<file path="config.mk">
export PLATFORM = sky130hd
export DESIGN_NAME = s_axi_reg_burst
export DESIGN_NICKNAME = d
export VERILOG_FILES = /design/src/rtl/s_axi_reg_pkg.sv /design/src/rtl/axi_burst_addr.sv /design/src/rtl/s_axi_reg_burst.sv
export SDC_FILE = /design/constraint.sdc
export NUM_CORES = 1
export LEC_CHECK = 0
export CORE_MARGIN = 2
export CORE_UTILIZATION = 25
export DETAILED_ROUTE_END_ITERATION = 8
export GPL_ROUTABILITY_DRIVEN = 1
export PLACE_DENSITY = 0.48
export SLEW_MARGIN = 20
export SYNTH_ARGS = -nofsm -noshare
export SYNTH_HDL_FRONTEND = slang
export SYNTH_HIERARCHICAL = 1
export SYNTH_SLANG_ARGS = --single-unit
export TNS_END_PERCENT = 50
</file>
<file path="constraint.sdc">
create_clock -name clk -period 4.19 [get_ports clk]
set_input_delay 0.838 -clock clk [delete_from_list [all_inputs] [get_ports clk]]
set_output_delay 0.838 -clock clk [all_outputs]
set_load 0.02 [all_outputs]
</file>
<file path="src/rtl/s_axi_reg_pkg.sv">
// Shared types and helpers for the AXI3 burst register file.
// Burst encodings, response codes, FSM state enums and burst legality checks.
package s_axi_reg_pkg;

    typedef enum logic [1:0] {
        FIXED = 2'b00,
        INCR  = 2'b01,
        WRAP  = 2'b10,
        RSVD  = 2'b11
    } burst_t;

    localparam logic [1:0] RESP_OKAY   = 2'b00;
    localparam logic [1:0] RESP_SLVERR = 2'b10;

    typedef enum logic [1:0] {
        W_IDLE = 2'd0,
        W_DATA = 2'd1,
        W_RESP = 2'd2
    } wr_state_t;

    typedef enum logic [0:0] {
        R_IDLE = 1'b0,
        R_DATA = 1'b1
    } rd_state_t;

    function automatic logic wrap_len_ok(input logic [3:0] len);
        case (len)
            4'd1, 4'd3, 4'd7, 4'd15: wrap_len_ok = 1'b1;
            default:                 wrap_len_ok = 1'b0;
        endcase
    endfunction

    // A burst that can never be serviced: reserved type or a WRAP with a non power-of-two beat count
    function automatic logic burst_bad(input burst_t burst, input logic [3:0] len);
        case (burst)
            FIXED:   burst_bad = 1'b0;
            INCR:    burst_bad = 1'b0;
            WRAP:    burst_bad = !wrap_len_ok(len);
            default: burst_bad = 1'b1;
        endcase
    endfunction

endpackage

</file>
<file path="src/rtl/axi_burst_addr.sv">
// Combinational next-word-index calculator for FIXED / INCR / WRAP bursts.
module axi_burst_addr
    import s_axi_reg_pkg::*;
#(
    parameter int IDX_W = 30
) (
    input  logic [IDX_W-1:0] idx,
    input  logic [3:0]       len,
    input  burst_t           burst,
    output logic [IDX_W-1:0] next_idx
);

    logic [IDX_W-1:0] mask_s;
    logic [IDX_W-1:0] inc_s;

    assign mask_s = IDX_W'(len);
    assign inc_s  = idx + IDX_W'(1);

    // WRAP keeps the upper bits and lets the low len bits roll over inside the window
    always_comb begin
        case (burst)
            FIXED:   next_idx = idx;
            INCR:    next_idx = inc_s;
            WRAP:    next_idx = (idx & ~mask_s) | (inc_s & mask_s);
            default: next_idx = idx;
        endcase
    end

endmodule

</file>
<file path="src/rtl/s_axi_reg_burst.sv">
// AXI3 slave register file with FIXED/INCR/WRAP bursts, ID echo and a read-only
// XOR checksum word located directly above the register array.
module s_axi_reg_burst
    import s_axi_reg_pkg::*;
#(
    parameter int DATA_WIDTH = 32,
    parameter int ADDR_WIDTH = 32,
    parameter int REG_COUNT  = 8,
    parameter int ID_WIDTH   = 4
) (
    input  logic                    clk,
    input  logic                    areset,
    input  logic [ID_WIDTH-1:0]     awid_i,
    input  logic [ADDR_WIDTH-1:0]   awaddr_i,
    input  logic [3:0]              awlen_i,
    input  logic [2:0]              awsize_i,
    input  logic [1:0]              awburst_i,
    input  logic                    awvalid_i,
    output logic                    awready_o,
    input  logic [DATA_WIDTH-1:0]   wdata_i,
    input  logic [DATA_WIDTH/8-1:0] wstrb_i,
    input  logic                    wlast_i,
    input  logic                    wvalid_i,
    output logic                    wready_o,
    output logic [ID_WIDTH-1:0]     bid_o,
    output logic [1:0]              bresp_o,
    output logic                    bvalid_o,
    input  logic                    bready_i,
    input  logic [ID_WIDTH-1:0]     arid_i,
    input  logic [ADDR_WIDTH-1:0]   araddr_i,
    input  logic [3:0]              arlen_i,
    input  logic [2:0]              arsize_i,
    input  logic [1:0]              arburst_i,
    input  logic                    arvalid_i,
    output logic                    arready_o,
    output logic [ID_WIDTH-1:0]     rid_o,
    output logic [DATA_WIDTH-1:0]   rdata_o,
    output logic [1:0]              rresp_o,
    output logic                    rlast_o,
    output logic                    rvalid_o,
    input  logic                    rready_i
);

    localparam int STRB_W   = DATA_WIDTH / 8;
    localparam int ADDR_LSB = $clog2(STRB_W);
    localparam int IDX_W    = ADDR_WIDTH - ADDR_LSB;
    localparam int REG_W    = $clog2(REG_COUNT);
    localparam logic [2:0]       BEAT_SIZE = 3'(ADDR_LSB);
    localparam logic [IDX_W-1:0] CSUM_IDX  = IDX_W'(REG_COUNT);

    logic [DATA_WIDTH-1:0] regs_r [REG_COUNT];
    logic [DATA_WIDTH-1:0] checksum_s;

    wr_state_t             w_state_r;
    logic [IDX_W-1:0]      w_idx_r;
    logic [3:0]            w_len_r;
    logic [3:0]            w_cnt_r;
    burst_t                w_burst_r;
    logic                  w_nowr_r;
    logic                  w_err_r;
    logic                  awready_r;
    logic                  wready_r;
    logic                  bvalid_r;
    logic [ID_WIDTH-1:0]   bid_r;
    logic [1:0]            bresp_r;

    rd_state_t             r_state_r;
    logic [IDX_W-1:0]      r_idx_r;
    logic [3:0]            r_len_r;
    logic [3:0]            r_cnt_r;
    burst_t                r_burst_r;
    logic                  r_bad_r;
    logic                  arready_r;
    logic                  rvalid_r;
    logic                  rlast_r;
    logic [ID_WIDTH-1:0]   rid_r;
    logic [DATA_WIDTH-1:0] rdata_r;
    logic [1:0]            rresp_r;

    logic [IDX_W-1:0]      aw_idx_s;
    logic                  aw_bad_s;
    logic                  w_last_s;
    logic                  w_hit_s;
    logic                  w_beat_err_s;
    logic                  w_hs_s;
    logic                  wr_en_s;
    logic [IDX_W-1:0]      w_next_s;

    logic [IDX_W-1:0]      ar_idx_s;
    logic                  ar_bad_s;
    logic [IDX_W-1:0]      rd_cur_idx_s;
    logic [3:0]            rd_len_s;
    burst_t                rd_burst_s;
    logic                  rd_bad_s;
    logic [IDX_W-1:0]      rd_next_s;
    logic [DATA_WIDTH-1:0] rd_data_s;
    logic [1:0]            rd_resp_s;

    logic                  unused_addr_lsb_s;

    assign unused_addr_lsb_s = ^{awaddr_i[ADDR_LSB-1:0], araddr_i[ADDR_LSB-1:0]};

    assign awready_o = awready_r;
    assign wready_o  = wready_r;
    assign bvalid_o  = bvalid_r;
    assign bid_o     = bid_r;
    assign bresp_o   = bresp_r;
    assign arready_o = arready_r;
    assign rvalid_o  = rvalid_r;
    assign rlast_o   = rlast_r;
    assign rid_o     = rid_r;
    assign rdata_o   = rdata_r;
    assign rresp_o   = rresp_r;

    // Checksum over the current register contents
    always_comb begin
        checksum_s = '0;
        for (int i = 0; i < REG_COUNT; i++) begin
            checksum_s = checksum_s ^ regs_r[i];
        end
    end

    assign aw_idx_s     = awaddr_i[ADDR_WIDTH-1:ADDR_LSB];
    assign aw_bad_s     = burst_bad(burst_t'(awburst_i), awlen_i) || (awsize_i != BEAT_SIZE);
    assign w_last_s     = (w_cnt_r == w_len_r);
    assign w_hit_s      = (w_idx_r < CSUM_IDX);
    assign w_beat_err_s = !w_hit_s || (wlast_i != w_last_s);
    assign w_hs_s       = (w_state_r == W_DATA) && wvalid_i && wready_r;
    assign wr_en_s      = w_hs_s && !w_nowr_r && w_hit_s;

    axi_burst_addr #(.IDX_W(IDX_W)) u_wr_addr (
        .idx      (w_idx_r),
        .len      (w_len_r),
        .burst    (w_burst_r),
        .next_idx (w_next_s)
    );

    // Register array: cleared on reset, byte-merged on accepted in-range write beats
    always_ff @(posedge clk) begin
        if (!areset) begin
            for (int i = 0; i < REG_COUNT; i++) begin
                regs_r[i] <= '0;
            end
        end else if (wr_en_s) begin
            for (int b = 0; b < STRB_W; b++) begin
                if (wstrb_i[b]) begin
                    regs_r[w_idx_r[REG_W-1:0]][8*b +: 8] <= wdata_i[8*b +: 8];
                end
            end
        end
    end

    // Write channel FSM: one AW, its W beats, then a single B response
    always_ff @(posedge clk) begin
        if (!areset) begin
            w_state_r <= W_IDLE;
            w_idx_r   <= '0;
            w_len_r   <= 4'd0;
            w_cnt_r   <= 4'd0;
            w_burst_r <= FIXED;
            w_nowr_r  <= 1'b0;
            w_err_r   <= 1'b0;
            awready_r <= 1'b1;
            wready_r  <= 1'b0;
            bvalid_r  <= 1'b0;
            bid_r     <= '0;
            bresp_r   <= RESP_OKAY;
        end else begin
            case (w_state_r)
                W_IDLE: begin
                    if (awvalid_i && awready_r) begin
                        bid_r     <= awid_i;
                        w_idx_r   <= aw_idx_s;
                        w_len_r   <= awlen_i;
                        w_burst_r <= burst_t'(awburst_i);
                        w_cnt_r   <= 4'd0;
                        w_nowr_r  <= aw_bad_s;
                        w_err_r   <= 1'b0;
                        awready_r <= 1'b0;
                        wready_r  <= 1'b1;
                        w_state_r <= W_DATA;
                    end
                end
                W_DATA: begin
                    if (w_hs_s) begin
                        w_err_r <= w_err_r | w_beat_err_s;
                        if (w_last_s) begin
                            wready_r  <= 1'b0;
                            bvalid_r  <= 1'b1;
                            bresp_r   <= (w_nowr_r || w_err_r || w_beat_err_s) ? RESP_SLVERR : RESP_OKAY;
                            w_state_r <= W_RESP;
                        end else begin
                            w_cnt_r <= w_cnt_r + 4'd1;
                            w_idx_r <= w_next_s;
                        end
                    end
                end
                W_RESP: begin
                    if (bready_i) begin
                        bvalid_r  <= 1'b0;
                        awready_r <= 1'b1;
                        w_state_r <= W_IDLE;
                    end
                end
                default: begin
                    w_state_r <= W_IDLE;
                    awready_r <= 1'b1;
                    wready_r  <= 1'b0;
                    bvalid_r  <= 1'b0;
                end
            endcase
        end
    end

    assign ar_idx_s = araddr_i[ADDR_WIDTH-1:ADDR_LSB];
    assign ar_bad_s = burst_bad(burst_t'(arburst_i), arlen_i) || (arsize_i != BEAT_SIZE);

    // In R_IDLE the beat being prepared comes straight from the AR channel
    always_comb begin
        if (r_state_r == R_IDLE) begin
            rd_cur_idx_s = ar_idx_s;
            rd_len_s     = arlen_i;
            rd_burst_s   = burst_t'(arburst_i);
            rd_bad_s     = ar_bad_s;
        end else begin
            rd_cur_idx_s = r_idx_r;
            rd_len_s     = r_len_r;
            rd_burst_s   = r_burst_r;
            rd_bad_s     = r_bad_r;
        end
    end

    axi_burst_addr #(.IDX_W(IDX_W)) u_rd_addr (
        .idx      (rd_cur_idx_s),
        .len      (rd_len_s),
        .burst    (rd_burst_s),
        .next_idx (rd_next_s)
    );

    // Data and response for the beat about to be loaded
    always_comb begin
        rd_data_s = '0;
        rd_resp_s = RESP_SLVERR;
        if (rd_bad_s) begin
            rd_data_s = '0;
            rd_resp_s = RESP_SLVERR;
        end else if (rd_cur_idx_s < CSUM_IDX) begin
            rd_data_s = regs_r[rd_cur_idx_s[REG_W-1:0]];
            rd_resp_s = RESP_OKAY;
        end else if (rd_cur_idx_s == CSUM_IDX) begin
            rd_data_s = checksum_s;
            rd_resp_s = RESP_OKAY;
        end else begin
            rd_data_s = '0;
            rd_resp_s = RESP_SLVERR;
        end
    end

    // Read channel FSM: r_idx_r always points at the beat that follows the one on the bus
    always_ff @(posedge clk) begin
        if (!areset) begin
            r_state_r <= R_IDLE;
            r_idx_r   <= '0;
            r_len_r   <= 4'd0;
            r_cnt_r   <= 4'd0;
            r_burst_r <= FIXED;
            r_bad_r   <= 1'b0;
            arready_r <= 1'b1;
            rvalid_r  <= 1'b0;
            rlast_r   <= 1'b0;
            rid_r     <= '0;
            rdata_r   <= '0;
            rresp_r   <= RESP_OKAY;
        end else begin
            case (r_state_r)
                R_IDLE: begin
                    if (arvalid_i && arready_r) begin
                        rid_r     <= arid_i;
                        r_len_r   <= arlen_i;
                        r_burst_r <= burst_t'(arburst_i);
                        r_bad_r   <= ar_bad_s;
                        r_cnt_r   <= 4'd0;
                        r_idx_r   <= rd_next_s;
                        rdata_r   <= rd_data_s;
                        rresp_r   <= rd_resp_s;
                        rlast_r   <= (arlen_i == 4'd0);
                        rvalid_r  <= 1'b1;
                        arready_r <= 1'b0;
                        r_state_r <= R_DATA;
                    end
                end
                R_DATA: begin
                    if (rready_i) begin
                        if (rlast_r) begin
                            rvalid_r  <= 1'b0;
                            arready_r <= 1'b1;
                            r_state_r <= R_IDLE;
                        end else begin
                            r_cnt_r <= r_cnt_r + 4'd1;
                            r_idx_r <= rd_next_s;
                            rdata_r <= rd_data_s;
                            rresp_r <= rd_resp_s;
                            rlast_r <= ((r_cnt_r + 4'd1) == r_len_r);
                        end
                    end
                end
                default: begin
                    r_state_r <= R_IDLE;
                    arready_r <= 1'b1;
                    rvalid_r  <= 1'b0;
                end
            endcase
        end
    end

endmodule

</file>
Word-level counts from Yosys, hierarchy flattened
Memories as Yosys holds them, arrays and structs flattened.
Cells that the tools add are included.
Cells by class
  multipliers: 0
  bitwise operators: 20
  divide/modulo/power cells: 0
  muxes and demuxes: 97
  shift-type cells: 0
  reductions and logical operators: 38
  equal/unequal tests: 34
  magnitude comparators: 2
  add/subtract/negate cells: 4
Operator list (count)
  one-hot mux 30 bit (2 select lines): 4
  2-to-1 mux 32 bit: 7
  XOR 32 bit: 7
  2-to-1 mux 30 bit: 7
  one-hot mux 32 bit (2 select lines): 1
  adder 30 x 1 -> 30 bit, second input constant: 2
  AND 30 bit: 2
  AND 30 x 4 -> 30 bit: 2
  less-than comparator 30 x 4 -> 1 bit, second input constant: 2
  inverter 4 -> 30 bit: 2
  OR 30 bit: 2
  2-to-1 mux 1 bit: 43
  2-to-1 mux 4 bit: 8
  OR reduction 32 bit: 1
  == test 30 x 4 -> 1 bit, second input constant: 1
  2-to-1 mux 2 bit: 12
  one-hot mux 4 bit (2 select lines): 2
  AND reduction 4 bit: 4
  AND reduction 3 bit: 5
  != test 2 bit, second input constant: 7
  one-hot mux 1 bit (2 select lines): 7
  == test 2 x 1 -> 1 bit, second input constant: 5
  == test 2 bit, second input constant: 5
  one-hot mux 1 bit (3 select lines): 3
  25 further kinds: 54
Word-level totals
  logic and storage cells: 220
  RAM bits: 256
  memories kept: 1
  memory bits (read-only): 0
  bits in registers: 136
  bits in latches: 0
  output and inout port bits: 50
Memories
  regs_r: depth 8, bits a word 32, read ports 9, clocked after memory_dff 0, write ports 8, RTL line s_axi_reg_burst.sv:51  | logic [DATA_WIDTH-1:0] regs_r [REG_COUNT];

Logic depth before layout (Yosys ltp)
An unclocked memory read counts as a cell.
  depth in word-level cells: 14
  depth in mapped cells: 14
  gate-level depth less buffers: 9

Cells and area by module
Netlist, hierarchy kept.
Modules (own cells, without submodules)
  s_axi_reg_burst: times used 1, area each 20071.8 sq um, sequential area each 10369.9 sq um, cells each 1971
  axi_burst_addr: times used 2, area each 1153.6 sq um, sequential area each 0.0 sq um, cells each 195

Worst setup path after synthesis
Ideal clock, no wire load.
  path type: input port to flip-flop
  from: input araddr_i[2]
  to: register r_idx_r[22]
  arrival time: 3094 ps
  path buffers: 3
  cell stages on the path: 12
  required time: 4068 ps
  path slack: 974 ps
  setup time: 122 ps
  cells stage by stage: mux2i_1 > inv_1 > clkbuf_1 > clkbuf_1 > ha_1 > and3_1 > clkbuf_1 > nand2_1 > or3_1 > a31o_1 > nand2_1 > a21boi_0
Between the ends
  longest elaborated chain between the ends: 8
Ends and longest elaborated chain
  start, declared: RTL line s_axi_reg_burst.sv:30  | input logic [ADDR_WIDTH-1:0] araddr_i,
  2-to-1 mux 30 bit (*): RTL line s_axi_reg_burst.sv:220  | if (r_state_r == R_IDLE) begin
  named net rd_cur_idx_s[0]: RTL line s_axi_reg_burst.sv:91  | logic [IDX_W-1:0] rd_cur_idx_s;
  adder 30 x 1 -> 30 bit (*): RTL line axi_burst_addr.sv:17  | assign inc_s = idx + IDX_W'(1);
  AND 30 x 4 -> 30 bit: RTL line axi_burst_addr.sv:24  | WRAP: next_idx = (idx & ~mask_s) | (inc_s & mask_s);
  OR 30 bit: RTL line axi_burst_addr.sv:24
  one-hot mux 30 bit (2 select lines) (*): RTL line axi_burst_addr.sv:21  | case (burst)
  named net rd_next_s[22]: RTL line s_axi_reg_burst.sv:95  | logic [IDX_W-1:0] rd_next_s;
  2-to-1 mux 30 bit: RTL line s_axi_reg_burst.sv:294  | if (rlast_r) begin
  2-to-1 mux 30 bit: RTL line s_axi_reg_burst.sv:293  | if (rready_i) begin
  one-hot mux 30 bit (2 select lines) (*): RTL line s_axi_reg_burst.sv:275  | case (r_state_r)
  end signal, assigned: RTL line s_axi_reg_burst.sv:283  | r_idx_r <= rd_next_s;
  end signal, assigned: RTL line s_axi_reg_burst.sv:300  | r_idx_r <= rd_next_s;
  end, declared: RTL line s_axi_reg_burst.sv:68  | logic [IDX_W-1:0] r_idx_r;
The timed path passes the listed nets; every way through them passes the cells marked *. The select of a mux whose other input is x is not followed.
A chain may end at the register's enable or synchronous reset.

Final worst setup path
  from: register r_state_r
  to: register r_idx_r[23]
Between the ends
  longest elaborated chain between the ends: 8
Ends and longest elaborated chain
  start, declared: RTL line s_axi_reg_burst.sv:67  | rd_state_t r_state_r;
  start signal, assigned: RTL line s_axi_reg_burst.sv:262  | r_state_r <= R_IDLE;
  start signal, assigned: RTL line s_axi_reg_burst.sv:289  | r_state_r <= R_DATA;
  start signal, assigned: RTL line s_axi_reg_burst.sv:297  | r_state_r <= R_IDLE;
  2-to-1 mux 30 bit (*): RTL line s_axi_reg_burst.sv:220
  named net rd_cur_idx_s[12]: RTL line s_axi_reg_burst.sv:91
  adder 30 x 1 -> 30 bit (*): RTL line axi_burst_addr.sv:17
  AND 30 x 4 -> 30 bit: RTL line axi_burst_addr.sv:24
  OR 30 bit: RTL line axi_burst_addr.sv:24
  one-hot mux 30 bit (2 select lines) (*): RTL line axi_burst_addr.sv:21
  named net rd_next_s[23]: RTL line s_axi_reg_burst.sv:95
  2-to-1 mux 30 bit: RTL line s_axi_reg_burst.sv:294
  2-to-1 mux 30 bit: RTL line s_axi_reg_burst.sv:293
  one-hot mux 30 bit (2 select lines) (*): RTL line s_axi_reg_burst.sv:275
Marked as above.

==> metrics <==
Synth top area share=between 30% and 40%; Final Hold Viols=0; r2r setup slk=0.73 ns; post-route cell area=27300 um2; I/O pins=between 150 and 200; synthesis-to-finish area growth=22.1%; Post-CTS Resized=0; Clk Latency, worst-skew pair=0.60 ns; gpl congestion=0.805; Worst setup EP type=flip-flop; WP data required=between 4 and 5 ns; fin crit period=about 3.5 ns; prevailing post-synth register cell=edfxtp_1; Initial Util=25.3%; first-pass GRT wire length=104 mm; MaxCap Viol Count=0; chip width=303 um; placed inst area=25800 um2; clock net sink count=390; dominant cells by area after synthesis=edfxtp_1, dfxtp_1, xnor2_1; Inserted Clock Buffers=47; initial antenna violation count=4; GRT Residual Overflow=0; PwrDens=377 nW/um2; Finish-stage setup viols=0; skew final=0.0266 ns; WL per Instance=18.2 um; count leader, synth=nand2_1; CTS H-tree depth=2; Die Y=303 um; Residual DRC=0; status=complete, no violations; Antenna Nets Post-Route=0; dpl hpwl=45.7 mm; first drt pass iteration count=6; # port buffers=177; Synth area leader=edfxtp_1; Synth Cell Area=roughly 22000 um2; CP Launch Type=flip-flop; Syn Area/Cell=9.48 um2; worst-path fanout max=37; DR iter-0 viols=1174; smallest hold slack=0.460 ns; Core Util, Final=30.9%; FP Rows=109; Leakage=around 10 nW; TritonCTS clock tree=yes; number of synthesized flops with an enable pin=approximately 260; number of diodes=0; yosys warns=6; Post-Syn Instances=2361; ys async rst share=0%; Pwr Total=10.3 mW; worst-margin pin slew=1.08 ns; largest net degree at the start of global routing=130; clk slew on worst S/H paths=0.06 ns; setup TNS=0 ns; unrepaired setup endpoints after global routing=false; post-synth cell types=71; wirelength, routed=68.2 mm; VDD IR max=0.203 mV; max_slew headroom=about 28%; fin. max-slew vios=0; Final #Nets=2677; FMAX=289 MHz; die area=91900 um2; layout cells sized above 1=9.09%; clk buf depth=3; crit-path cells=buf_4 > mux2_2 > nand4_1 > or4_1 > o41a_2 > o21ai_0 > nand2_1 > a21boi_0; placeable core area=88500 um2; CTS root buf=clkbuf_16; Crit-path slowest cell=dfxtp_2; critical setup path kind=reg -> reg; Filler cells=between 9000 and 10000; final worst path period share=between 80% and 90%; Largest stage delay, worst path=between 0.8 and 0.9 ns; via count=17700; Hold/Removal Path Class=reg -> reg; CTS Hold Bufs=0; Setup Fix Bufs, Post-CTS=0; via/cell ratio=4.72; vias in the first global route=17500; sequential share of the synthesized area=46.3%; #FFs+latches synth=390; Synth top cells by count=nand2_1, and2_1, edfxtp_1; Total Routing Usage GR=14.7%; WP data arrival=between 3 and 4 ns
==> cells by family after synthesis <==
family	count (synthesis)	share of synthesized area, %
flops	390	46.3
compound gates	333	10.8
mux	98	4.58
other cells	1	0.0168
xor+xnor	236	9.24
simple gates	1135	25.5
buf+inv	160	3.16
fa+ha+maj	8	0.447
==> layer usage <==
layer	part of all wire [%]	routed length (um)	global-route usage (%)
met3	4.6	3140	2.42
met5	0.029	20	0
met4	2.6	1770	4.34
met2	48	33000	25.5
met1	44	30200	18.8
==> worst paths after layout <==
path / to / start / cells past startpoint
max reg2reg: r_idx_r[23]$_SDFFE_PN0P_ / r_state_r$_SDFF_PN0_ / 8
min reg2reg: r_idx_r[3]$_SDFFE_PN0P_ / r_idx_r[3]$_SDFFE_PN0P_ / 2
max: r_idx_r[23]$_SDFFE_PN0P_ / r_state_r$_SDFF_PN0_ / 8
min: r_idx_r[3]$_SDFFE_PN0P_ / r_idx_r[3]$_SDFFE_PN0P_ / 2
==> cell type report <==
cell class              instances  area [um2]  share of cell area (%)
clock buffers                  63        1290                    4.71
flip-flops and latches        390       10400                    37.9
clock inverters                25         272                   0.993
repair buffers                262        2470                    9.04
well taps                    1165        1460                    5.33
multi-input cells            1812       11400                    41.7
inverters                      22        85.1                   0.311
==> flip-flops by register name (all words and copies together), names as in the netlist, 2 cells and up <==
| register | cells |
|---|---|
| bid_o | 4 |
| rid_o | 4 |
| w_burst_r | 2 |
| r_cnt_r | 4 |
| r_len_r | 4 |
| w_len_r | 4 |
| regs_r | 256 |
| r_burst_r | 2 |
| rdata_o | 32 |
| w_cnt_r | 4 |
| w_idx_r | 30 |
| r_idx_r | 30 |
| w_state_r | 2 |
==> cell usage in the layout (no fill, tap or decap), drive strengths merged, types with 6 or more instances in the layout <==
cell type	n
nor2b	11
mux2	35
nand3	161
nand2	461
a31oi	24
dfxtp	134
edfxtp	256
a21oi	37
o41a	6
a41oi	6
ha	8
clkbuf	63
inv	24
and2	263
nand4	58
o22a	6
o41ai	6
o21ai	77
nand2b	17
a21boi	57
a31o	6
clkdlybuf4s50	176
nor3	20
and3	14
buf	86
nor4	27
mux2i	63
xnor2	228
a22o	37
xor2	8
nor2	65
and4	8
clkinv	16
o211a	32
==> metrics by stage <==
stage,worst slack [ns],cells
floorplan,0.974,2362
global placement,0.375,3651
detailed placement,0.233,3651
CTS,0.720,3739
global route,0.504,3739
finish,0.726,3739
==> critical path, delay by kind of cell, from the launching register on <==
family	cells	cell delay, ns
and+or+nand+nor	3	1.02
muxes	1	0.28
buffers and inverters	1	0.41
DFF	1	0.88
AOI/OAI and AO/OA	3	0.79
==> where the power goes <==
group          leakage (nW)  switching, mW  total (mW)  internal, mW
registers              3.74          0.189        4.45          4.26
clock network         0.759           1.69        4.15          2.47
logic                  5.55          0.979        1.71         0.731
total                  10.0           2.85        10.3          7.46
Power figures use the tool's default switching activity.
